### config.mk
export PLATFORM = sky130hd
export DESIGN_NAME = top_rd_burst_issuer
export DESIGN_NICKNAME = d
export VERILOG_FILES = /design/src/rtl/top_rd_burst_issuer.sv
export SDC_FILE = /design/constraint.sdc
export NUM_CORES = 1
export LEC_CHECK = 0
export BUFFER_PORTS_ARGS = -buffer_cell sky130_fd_sc_hd__buf_2
export CORE_MARGIN = 1.5
export CORE_UTILIZATION = 29
export DETAILED_ROUTE_END_ITERATION = 10
export SLEW_MARGIN = 30
export SYNTH_ARGS = -nofsm -noshare
export SYNTH_HDL_FRONTEND = slang
export SYNTH_SLANG_ARGS = --single-unit
export TNS_END_PERCENT = 1
### constraint.sdc
create_clock -name aclk -period 4 [get_ports aclk]
set_clock_uncertainty 0.1 [all_clocks]
set_input_delay 0.6 -clock aclk [delete_from_list [all_inputs] [get_ports aclk]]
set_output_delay 0.6 -clock aclk [all_outputs]
set_load 0.01 [all_outputs]
### src/rtl/top_rd_burst_issuer.sv
// top_rd_burst_issuer: upstream control stage for a kernel read master.
// Splits a (byte address, byte size) command into AXI4 read bursts on the AR
// channel and counts bursts that are outstanding. It pulses ctrl_done once the
// read data path has reported every issued burst as complete.
// Optional build macro: TOP_RD_BURST_ISSUER_STALL_CNT_EN enables the
// saturating AR stall counter on stall_cycles. Without it the port reads 0.
module top_rd_burst_issuer #(
    parameter int C_ADDR_WIDTH       = 64,
    parameter int C_DATA_WIDTH       = 512,
    parameter int C_XFER_SIZE_WIDTH  = 32,
    parameter int C_MAX_BURST_LENGTH = 64,
    parameter int C_MAX_OUTSTANDING  = 16
) (
    input  logic                          aclk,
    input  logic                          areset,
    input  logic                          ctrl_start,
    input  logic [C_ADDR_WIDTH-1:0]       ctrl_addr_offset,
    input  logic [C_XFER_SIZE_WIDTH-1:0]  ctrl_xfer_size_in_bytes,
    output logic                          ctrl_busy,
    output logic                          ctrl_done,
    output logic                          arvalid,
    input  logic                          arready,
    output logic [C_ADDR_WIDTH-1:0]       araddr,
    output logic [7:0]                    arlen,
    input  logic                          r_burst_done,
    output logic [31:0]                   stall_cycles
);

    localparam int BPB     = C_DATA_WIDTH / 8;
    localparam int LOG_BPB = $clog2(BPB);
    // Beat counts carry one extra bit so that ceil(size/BPB) cannot overflow.
    localparam int BW      = C_XFER_SIZE_WIDTH + 1;
    localparam int OW      = $clog2(C_MAX_OUTSTANDING + 1);

    localparam logic [BW-1:0]           ONE_BW       = BW'(1);
    localparam logic [BW-1:0]           BPB_M1_BW    = BW'(BPB - 1);
    localparam logic [BW-1:0]           MAX_BURST_BW = BW'(C_MAX_BURST_LENGTH);
    localparam logic [7:0]              MAX_LEN_M1   = 8'(C_MAX_BURST_LENGTH - 1);
    localparam logic [OW-1:0]           ONE_OW       = OW'(1);
    localparam logic [OW-1:0]           MAX_OUT_OW   = OW'(C_MAX_OUTSTANDING);
    localparam logic [C_ADDR_WIDTH-1:0] ONE_AW       = C_ADDR_WIDTH'(1);
    localparam logic [C_ADDR_WIDTH-1:0] ALIGN_MASK   = ~C_ADDR_WIDTH'(BPB - 1);

    typedef enum logic [1:0] {
        ST_IDLE  = 2'd0,
        ST_ISSUE = 2'd1,
        ST_DRAIN = 2'd2,
        ST_DONE  = 2'd3
    } state_t;

    state_t                    r_state;
    logic                      r_arvalid;
    logic [C_ADDR_WIDTH-1:0]   r_araddr;
    logic [7:0]                r_arlen;
    logic                      r_busy;
    logic                      r_done;
    logic [BW-1:0]             r_remaining;
    logic [OW-1:0]             r_outstanding;

    logic                      w_hs;
    logic [BW-1:0]             w_burst_beats;
    logic [C_ADDR_WIDTH-1:0]   w_addr_step;
    logic [BW-1:0]             w_rem_after;
    logic                      w_out_inc;
    logic                      w_out_dec;
    logic [OW-1:0]             w_out_next;
    logic [BW-1:0]             w_total_beats;
    logic [C_ADDR_WIDTH-1:0]   w_start_addr;
    logic                      w_can_issue;

    // Burst length field (beats-1) for a given number of beats still to issue.
    function automatic logic [7:0] burst_len_m1(input logic [BW-1:0] beats);
        logic [7:0] len;
        if (beats >= MAX_BURST_BW) begin
            len = MAX_LEN_M1;
        end else begin
            len = 8'(beats - ONE_BW);
        end
        return len;
    endfunction

    // Handshake, next remaining/outstanding values and command decode.
    always_comb begin
        w_hs          = r_arvalid & arready;
        w_burst_beats = BW'(r_arlen) + ONE_BW;
        w_addr_step   = (C_ADDR_WIDTH'(r_arlen) + ONE_AW) << LOG_BPB;
        if (w_hs) begin
            w_rem_after = r_remaining - w_burst_beats;
        end else begin
            w_rem_after = r_remaining;
        end
        // A completion with nothing outstanding is dropped; a completion
        // coinciding with an issue cancels it out.
        w_out_inc = w_hs;
        w_out_dec = r_burst_done & ((r_outstanding != '0) | w_hs);
        case ({w_out_inc, w_out_dec})
            2'b10:   w_out_next = r_outstanding + ONE_OW;
            2'b01:   w_out_next = r_outstanding - ONE_OW;
            default: w_out_next = r_outstanding;
        endcase
        w_can_issue   = (w_rem_after != '0) && (w_out_next < MAX_OUT_OW);
        w_total_beats = ({1'b0, ctrl_xfer_size_in_bytes} + BPB_M1_BW) >> LOG_BPB;
        w_start_addr  = ctrl_addr_offset & ALIGN_MASK;
    end

    // Control FSM with all AR-channel and status outputs held in flops.
    always_ff @(posedge aclk) begin
        if (areset) begin
            r_state       <= ST_IDLE;
            r_arvalid     <= 1'b0;
            r_araddr      <= '0;
            r_arlen       <= 8'd0;
            r_busy        <= 1'b0;
            r_done        <= 1'b0;
            r_remaining   <= '0;
            r_outstanding <= '0;
        end else begin
            r_outstanding <= w_out_next;
            case (r_state)
                ST_IDLE: begin
                    r_done <= 1'b0;
                    if (ctrl_start) begin
                        r_araddr    <= w_start_addr;
                        r_remaining <= w_total_beats;
                        if (w_total_beats == '0) begin
                            r_state <= ST_DONE;
                            r_done  <= 1'b1;
                            r_busy  <= 1'b0;
                        end else begin
                            // Nothing can be outstanding in IDLE, so the
                            // first burst is offered straight away.
                            r_state   <= ST_ISSUE;
                            r_busy    <= 1'b1;
                            r_arvalid <= 1'b1;
                            r_arlen   <= burst_len_m1(w_total_beats);
                        end
                    end
                end
                ST_ISSUE: begin
                    if (w_hs) begin
                        r_araddr    <= r_araddr + w_addr_step;
                        r_remaining <= w_rem_after;
                    end
                    if (r_arvalid && !arready) begin
                        // Offered burst is held stable until accepted.
                        r_arvalid <= 1'b1;
                    end else if (w_rem_after == '0) begin
                        r_arvalid <= 1'b0;
                        r_state   <= ST_DRAIN;
                    end else begin
                        r_arvalid <= w_can_issue;
                        r_arlen   <= burst_len_m1(w_rem_after);
                    end
                end
                ST_DRAIN: begin
                    if (w_out_next == '0) begin
                        r_state <= ST_DONE;
                        r_done  <= 1'b1;
                        r_busy  <= 1'b0;
                    end else begin
                        r_state <= ST_DRAIN;
                    end
                end
                ST_DONE: begin
                    r_done  <= 1'b0;
                    r_state <= ST_IDLE;
                end
                default: begin
                    r_state   <= ST_IDLE;
                    r_arvalid <= 1'b0;
                    r_busy    <= 1'b0;
                    r_done    <= 1'b0;
                end
            endcase
        end
    end

    assign arvalid   = r_arvalid;
    assign araddr    = r_araddr;
    assign arlen     = r_arlen;
    assign ctrl_busy = r_busy;
    assign ctrl_done = r_done;

`ifdef TOP_RD_BURST_ISSUER_STALL_CNT_EN
    logic [31:0] r_stall_cycles;

    // Saturating count of cycles an AR request waits on arready.
    always_ff @(posedge aclk) begin
        if (areset) begin
            r_stall_cycles <= 32'd0;
        end else if ((r_state == ST_IDLE) && ctrl_start) begin
            r_stall_cycles <= 32'd0;
        end else if (r_arvalid && !arready && (r_stall_cycles != 32'hFFFF_FFFF)) begin
            r_stall_cycles <= r_stall_cycles + 32'd1;
        end else begin
            r_stall_cycles <= r_stall_cycles;
        end
    end

    assign stall_cycles = r_stall_cycles;
`else
    assign stall_cycles = 32'd0;
`endif

endmodule
# ---- Yosys cells after proc, flatten, opt, wreduce, memory -nomap -nowiden
# Cells that the tools add are included.
# W data, S select, Z words.
dict set report totals {
  reg_bits 115
  input_bits 101
  out_inout_bits 107
  word_cells 87
}
dict set report op_classes {
  add_sub_neg 9
  n_lt_le_gt_ge 3
  eq_ne 12
  mux 34
  n_bitwise 3
  reduce_logical 18
}
# cell n
set ops {}
lappend ops {{$mux W64} 2}
lappend ops {{$pmux W64 S2} 1}
lappend ops {{$mux W33} 3}
lappend ops {{$logic_not A33 Y1} 2}
lappend ops {{$pmux W33 S2} 1}
lappend ops {{$add A64 B15 Y64} 1}
lappend ops {{$mux W8} 6}
lappend ops {{$add A32 B6 Y33 const B} 1}
lappend ops {{$ge A33 B7 Y1 const B} 1}
lappend ops {{$reduce_bool A33 Y1} 1}
lappend ops {{$sub A33 B9 Y33} 1}
lappend ops {{$ge A27 B7 Y1 const B} 1}
lappend ops {{$add A8 B1 Y9 const B} 2}
lappend ops {{$pmux W8 S2} 1}
lappend ops {{$sub A8 B1 Y8 const B} 2}
lappend ops {{$ne A2 B2 Y1 const B} 7}
lappend ops {{$reduce_and A3 Y1} 4}
lappend ops {{$mux W1} 11}
lappend ops {{$pmux W5 S2} 1}
lappend ops {{$mux W2} 4}
lappend ops {{$pmux W2 S4} 1}
lappend ops {{$eq A2 B2 Y1 const B} 3}
lappend ops {{$add A5 B1 Y5 const B} 1}
lappend ops {{$logic_not A5 Y1} 1}
lappend ops {{15 further kinds} 20}

# ---- Depth between registers and ports, before layout
dict set report logic_depth {
  word_depth 10
  mapped_depth 16
  ltp_nobuf 15
}

# ---- Worst setup path before layout
# OpenSTA, ideal clock, no wires.
dict set report synth_path {
  kind {reg2reg}
  from {register r_arlen[2] (netlist: arlen[2])}
  to {register r_arlen[6] (netlist: arlen[6])}
  setup_ns 0.060
  arrival_ns 3.383
  required_ns 3.840
  path_slack_ns 0.457
  path_stages_with_launch 14
  path_buffers 1
  synth_period_minus_slack_ns 3.543
  cell_sequence {dfxtp_1 inv_1 ha_1 nor2b_1 o311a_1 o31ai_2 nand2_1 o32a_1 or4_4 nor4_4 o21a_4 or2_4 buf_6 and3_1}
}
dict set report synth_between {
  elab_chain_cells 8
  word_cells_on_any_way 12
  cone_classes {add/sub: 3; order compare: 1; eq/ne: 1; mux: 5; reduce/logical: 2}
}
# item line
set synth_lines {}
lappend synth_lines {{from (decl)} 54} ;# logic [7:0] r_arlen;
lappend synth_lines {{from (signal assigned)} 135} ;# r_arlen <= burst_len_m1(w_total_beats);
lappend synth_lines {{from (signal assigned)} 152} ;# r_arlen <= burst_len_m1(w_rem_after);
lappend synth_lines {{$add A8 B1 Y9 (*)} 85} ;# w_burst_beats = BW'(r_arlen) + ONE_BW;
lappend synth_lines {{$sub A33 B9 Y33 (*)} 88} ;# w_rem_after = r_remaining - w_burst_beats;
lappend synth_lines {{$mux W33 (*)} 87} ;# if (w_hs) begin
lappend synth_lines {{$ge A33 B7 Y1 / $sub A8 B1 Y8 (equally long branches)} {74, 77}}
lappend synth_lines {{$mux W8} 74} ;# if (beats >= MAX_BURST_BW) begin
lappend synth_lines {{$mux W8} 147} ;# end else if (w_rem_after == '0) begin
lappend synth_lines {{$mux W8} 144} ;# if (r_arvalid && !arready) begin
lappend synth_lines {{$pmux W8 S2} 119} ;# case (r_state)
# Every way passes the cells marked *; elsewhere a longest branch is shown, timed or not. The select of a mux whose other input is x is not followed.
# A chain may end at the register's enable or synchronous reset.

# ---- Worst setup path in the final report
dict set report layout_path {
  from {register r_arlen[0] (netlist: arlen[0])}
  to {register r_arlen[0] (netlist: arlen[0])}
}
# The elaborated chain is that of the path after synthesis.

==> flow_metrics.env <==
export IMPL_ios=208
export IMPL_sequentialPowerShare_pct=27.1
export IMPL_drc_errors=0
export IMPL_slew_violations=0
export IMPL_synth_seq_cells=109
export IMPL_core_area_mm2=0.0288
export IMPL_grt_setup_unrepaired="false"
export IMPL_ctsHtreeMaxLevel=3
export IMPL_port_buffers=163
export IMPL_synthTopCellsByCount="109 x dfxtp_1, 106 x nand2_1, 99 x nor2_1"
export IMPL_cts_setup_buffers=0
export IMPL_async_reset_ff_share_pct=0
export IMPL_setup_tns_ns=0
export IMPL_synth_top_cell_area_share_pct=25.7
export IMPL_cts_sinks=109
export IMPL_drt_pass1_iter_count=7
export IMPL_setup_viol=0
export IMPL_yosysTopAreaCell="dfxtp_1"
export IMPL_syn_to_final_growth_pct=18.5
export IMPL_pwr_share_comb_pct=57.0
export IMPL_grt_pass1_vias=8330
export IMPL_yosysSeqAreaShare_pct=25.7
export IMPL_floorplan_die_height_um=174
export IMPL_grt_usage_pct=18.3
export IMPL_wl_per_cell_um=17.2
export IMPL_crit_arrival_ns=3.93
export IMPL_cts_tree="built"
export IMPL_hpwl_um=21300
export IMPL_power_density_mw_per_mm2=602
export IMPL_status="finished, final reports clean"
export IMPL_grt_overflow=0
export IMPL_grt_max_degree=46
export IMPL_relSlewSlack_pct=46.3
export IMPL_die_area_mm2=0.0303
export IMPL_switching_share_pct=47.8
export IMPL_synth_distinct_cells=81
export IMPL_dpl_instance_area_mm2=0.00972
export IMPL_period_minus_slack_ns=3.79
export IMPL_clk_latency_ns=0.37
export IMPL_vias=9108
export IMPL_syn_area_per_cell_um2=7.58
export IMPL_max_cap_viol_count=0
export IMPL_clk_pin_slew_worst_paths_ns=0.10
export IMPL_hold_viol=0
export IMPL_clock_root_buffer="clkbuf_16"
export IMPL_synth_area_leaders="dfxtp_1 26%, xor2_1 6.0%, nand2_1 4.7%"
export IMPL_p_leak_nw=4.19
export IMPL_drive_gt1_share_pct=19.7
export IMPL_grt_pass1_wl_um=45000
export IMPL_drtIter0Drc=863
export IMPL_yosysWarnings=0
export IMPL_cp_max_fo=8
export IMPL_start_util_pct=29.5
export IMPL_wl_um=28600
export IMPL_cp_start_kind="flip-flop"
export IMPL_max_clock_freq_ghz=0.264
export IMPL_tightest_slew_ns=0.806
export IMPL_via_per_inst=5.47
export IMPL_end_kind="flip-flop"
export IMPL_crit_required_ns=4.14
export IMPL_numCtsBuffers=9
export IMPL_min_path_type="in -> reg"
export IMPL_fin_crit_sh_pct=94.7
export IMPL_yosysMostFrequentCell="dfxtp_1"
export IMPL_cts_hold_buf=0
export IMPL_antenna_found_initial=2
export IMPL_synth_cells=1121
export IMPL_gp_congestion=0.898
export IMPL_ant_nets=0
export IMPL_clockPowerShare_pct=15.9
export IMPL_p_sw_mw=2.90
export IMPL_rows=62
export IMPL_fin_area_mm2=0.0101
export IMPL_synth_edff_count=0
export IMPL_fin_nets=1404
export IMPL_irDropWorstVdd_mv=0.286
export IMPL_fp_dieW_um=174
export IMPL_ys_flop_type="dfxtp_1"
export IMPL_p_int_mw=3.16
export IMPL_cts_buffer_depth=2
export IMPL_crit_type="reg -> reg"
export IMPL_syn_cell_area_mm2=0.00850
[critical path, cell delays in order (launching register included)]
cell and delay, ns:
dfxtp_1 0.34, inv_1 0.08, ha_1 0.22, inv_1 0.07
fa_1 0.18, nor2b_1 0.07, o311a_1 0.38, o31ai_4 0.29
nand2_2 0.16, o32a_1 0.38, or4_4 0.52, nor4_4 0.35
o21a_4 0.23, or2_4 0.18, o41ai_2 0.09
[flip-flops by register name, summed over array words and instances (netlist names)]
signal,cells
r_remaining,33
r_outstanding,5
arlen,8
arvalid,1
araddr,58
r_state,2
ctrl_busy,1
ctrl_done,1
[cell usage in the layout, fill, tap and decap left out, types with 4 or more instances in the layout]
cell / netlist / layout
buf_2: 6 / 163
dfxtp_1: 109 / 109
nand2_1: 106 / 105
nor2_1: 99 / 98
a21oi_1: 65 / 65
xor2_1: 58 / 58
nand3_1: 47 / 47
o21ai_0: 47 / 47
buf_4: 38 / 43
nor3_1: 40 / 40
xnor2_1: 38 / 38
conb_1: 1 / 38
a22oi_1: 35 / 35
inv_1: 32 / 31
o22ai_1: 30 / 30
and3_1: 29 / 28
ha_1: 27 / 26
nand4_1: 23 / 23
nor4_1: 18 / 18
a31oi_1: 13 / 13
and2_1: 11 / 11
and4_1: 11 / 11
a222oi_1: 11 / 11
a21o_1: 11 / 10
a221o_1: 10 / 10
o211ai_1: 10 / 10
clkbuf_16: 0 / 9
or3_1: 8 / 8
mux2i_1: 7 / 7
a211oi_1: 7 / 7
or4_1: 7 / 7
nand4b_1: 7 / 7
a31o_1: 7 / 7
nor2b_1: 6 / 6
or2_2: 6 / 6
nand2b_1: 6 / 6
a221oi_1: 5 / 5
o21bai_1: 4 / 4
a311oi_1: 4 / 4
[logic make-up after synthesis]
| group | count (synthesis) | synth area share [%] |
|---|---|---|
| flops | 109 | 25.7 |
| simple gates | 443 | 26.9 |
| other cells | 1 | 0.0441 |
| compound gates | 299 | 24.0 |
| buf+inv | 135 | 7.82 |
| xor+xnor | 96 | 9.90 |
| fa+ha+maj | 30 | 4.68 |
| mux | 8 | 0.957 |
[routing by layer]
layer,vias to the layer above,GRT usage [%],wire length [um]
met5,-,0,0
met4,0,4.63,463
li1,4389,-,-
met1,4382,25.2,13300
met3,28,2.56,1540
met2,309,30.1,13200
[per-stage QoR]
step	cells	hold WS, ns	util [%]	total power [mW]	setup slack [ns]
6_report	1664	0.353	35.0	6.06	0.212
5_1_grt	1664	0.340	35.0	6.54	0.00852
4_1_cts	1662	0.334	34.8	6.02	0.0808
3_5_place_dp	1646	0.380	33.8	5.03	0.134
3_3_place_gp	1646	0.381	33.8	4.98	0.0784
2_1_floorplan	1158	0.370	-	3.97	0.457
[final cells by class]
type	count	area (um^2)
Antenna cell	2	5.00
Clock inverter	7	77.6
Fill cell	3121	18700
Inverter	33	124
Multi-Input combinational cell	914	5830
Sequential cell	109	2180
Clock buffer	9	225
Tap cell	384	480
Timing Repair Buffer	206	1140
[power by group through the flow]
stage | combinational (mW) | clock [mW] | sequential [mW]
finish | 3.45 | 0.963 | 1.64
global placement | 3.33 | 0 | 1.65
CTS | 3.39 | 0.991 | 1.64
global route | 3.82 | 1.03 | 1.69
detailed placement | 3.37 | 0 | 1.66
floorplan | 2.28 | 0 | 1.69
[what timing repair did]
action	in CTS	in global routing
gates resized for setup	0	10
hold endpoints to repair	0	0
setup endpoints to repair	0	11
[path summary, 6_finish.rpt]
path                   startpoint  slack [ns]  cells after the start          to
max reg2reg              arlen[0]        0.21                     14    arlen[0]
min          ctrl_addr_offset[39]        0.35                      2  araddr[39]
max                      arlen[0]        0.21                     14    arlen[0]
min reg2reg             ctrl_done        0.40                      2   ctrl_done
Power figures use the tool's default switching activity.
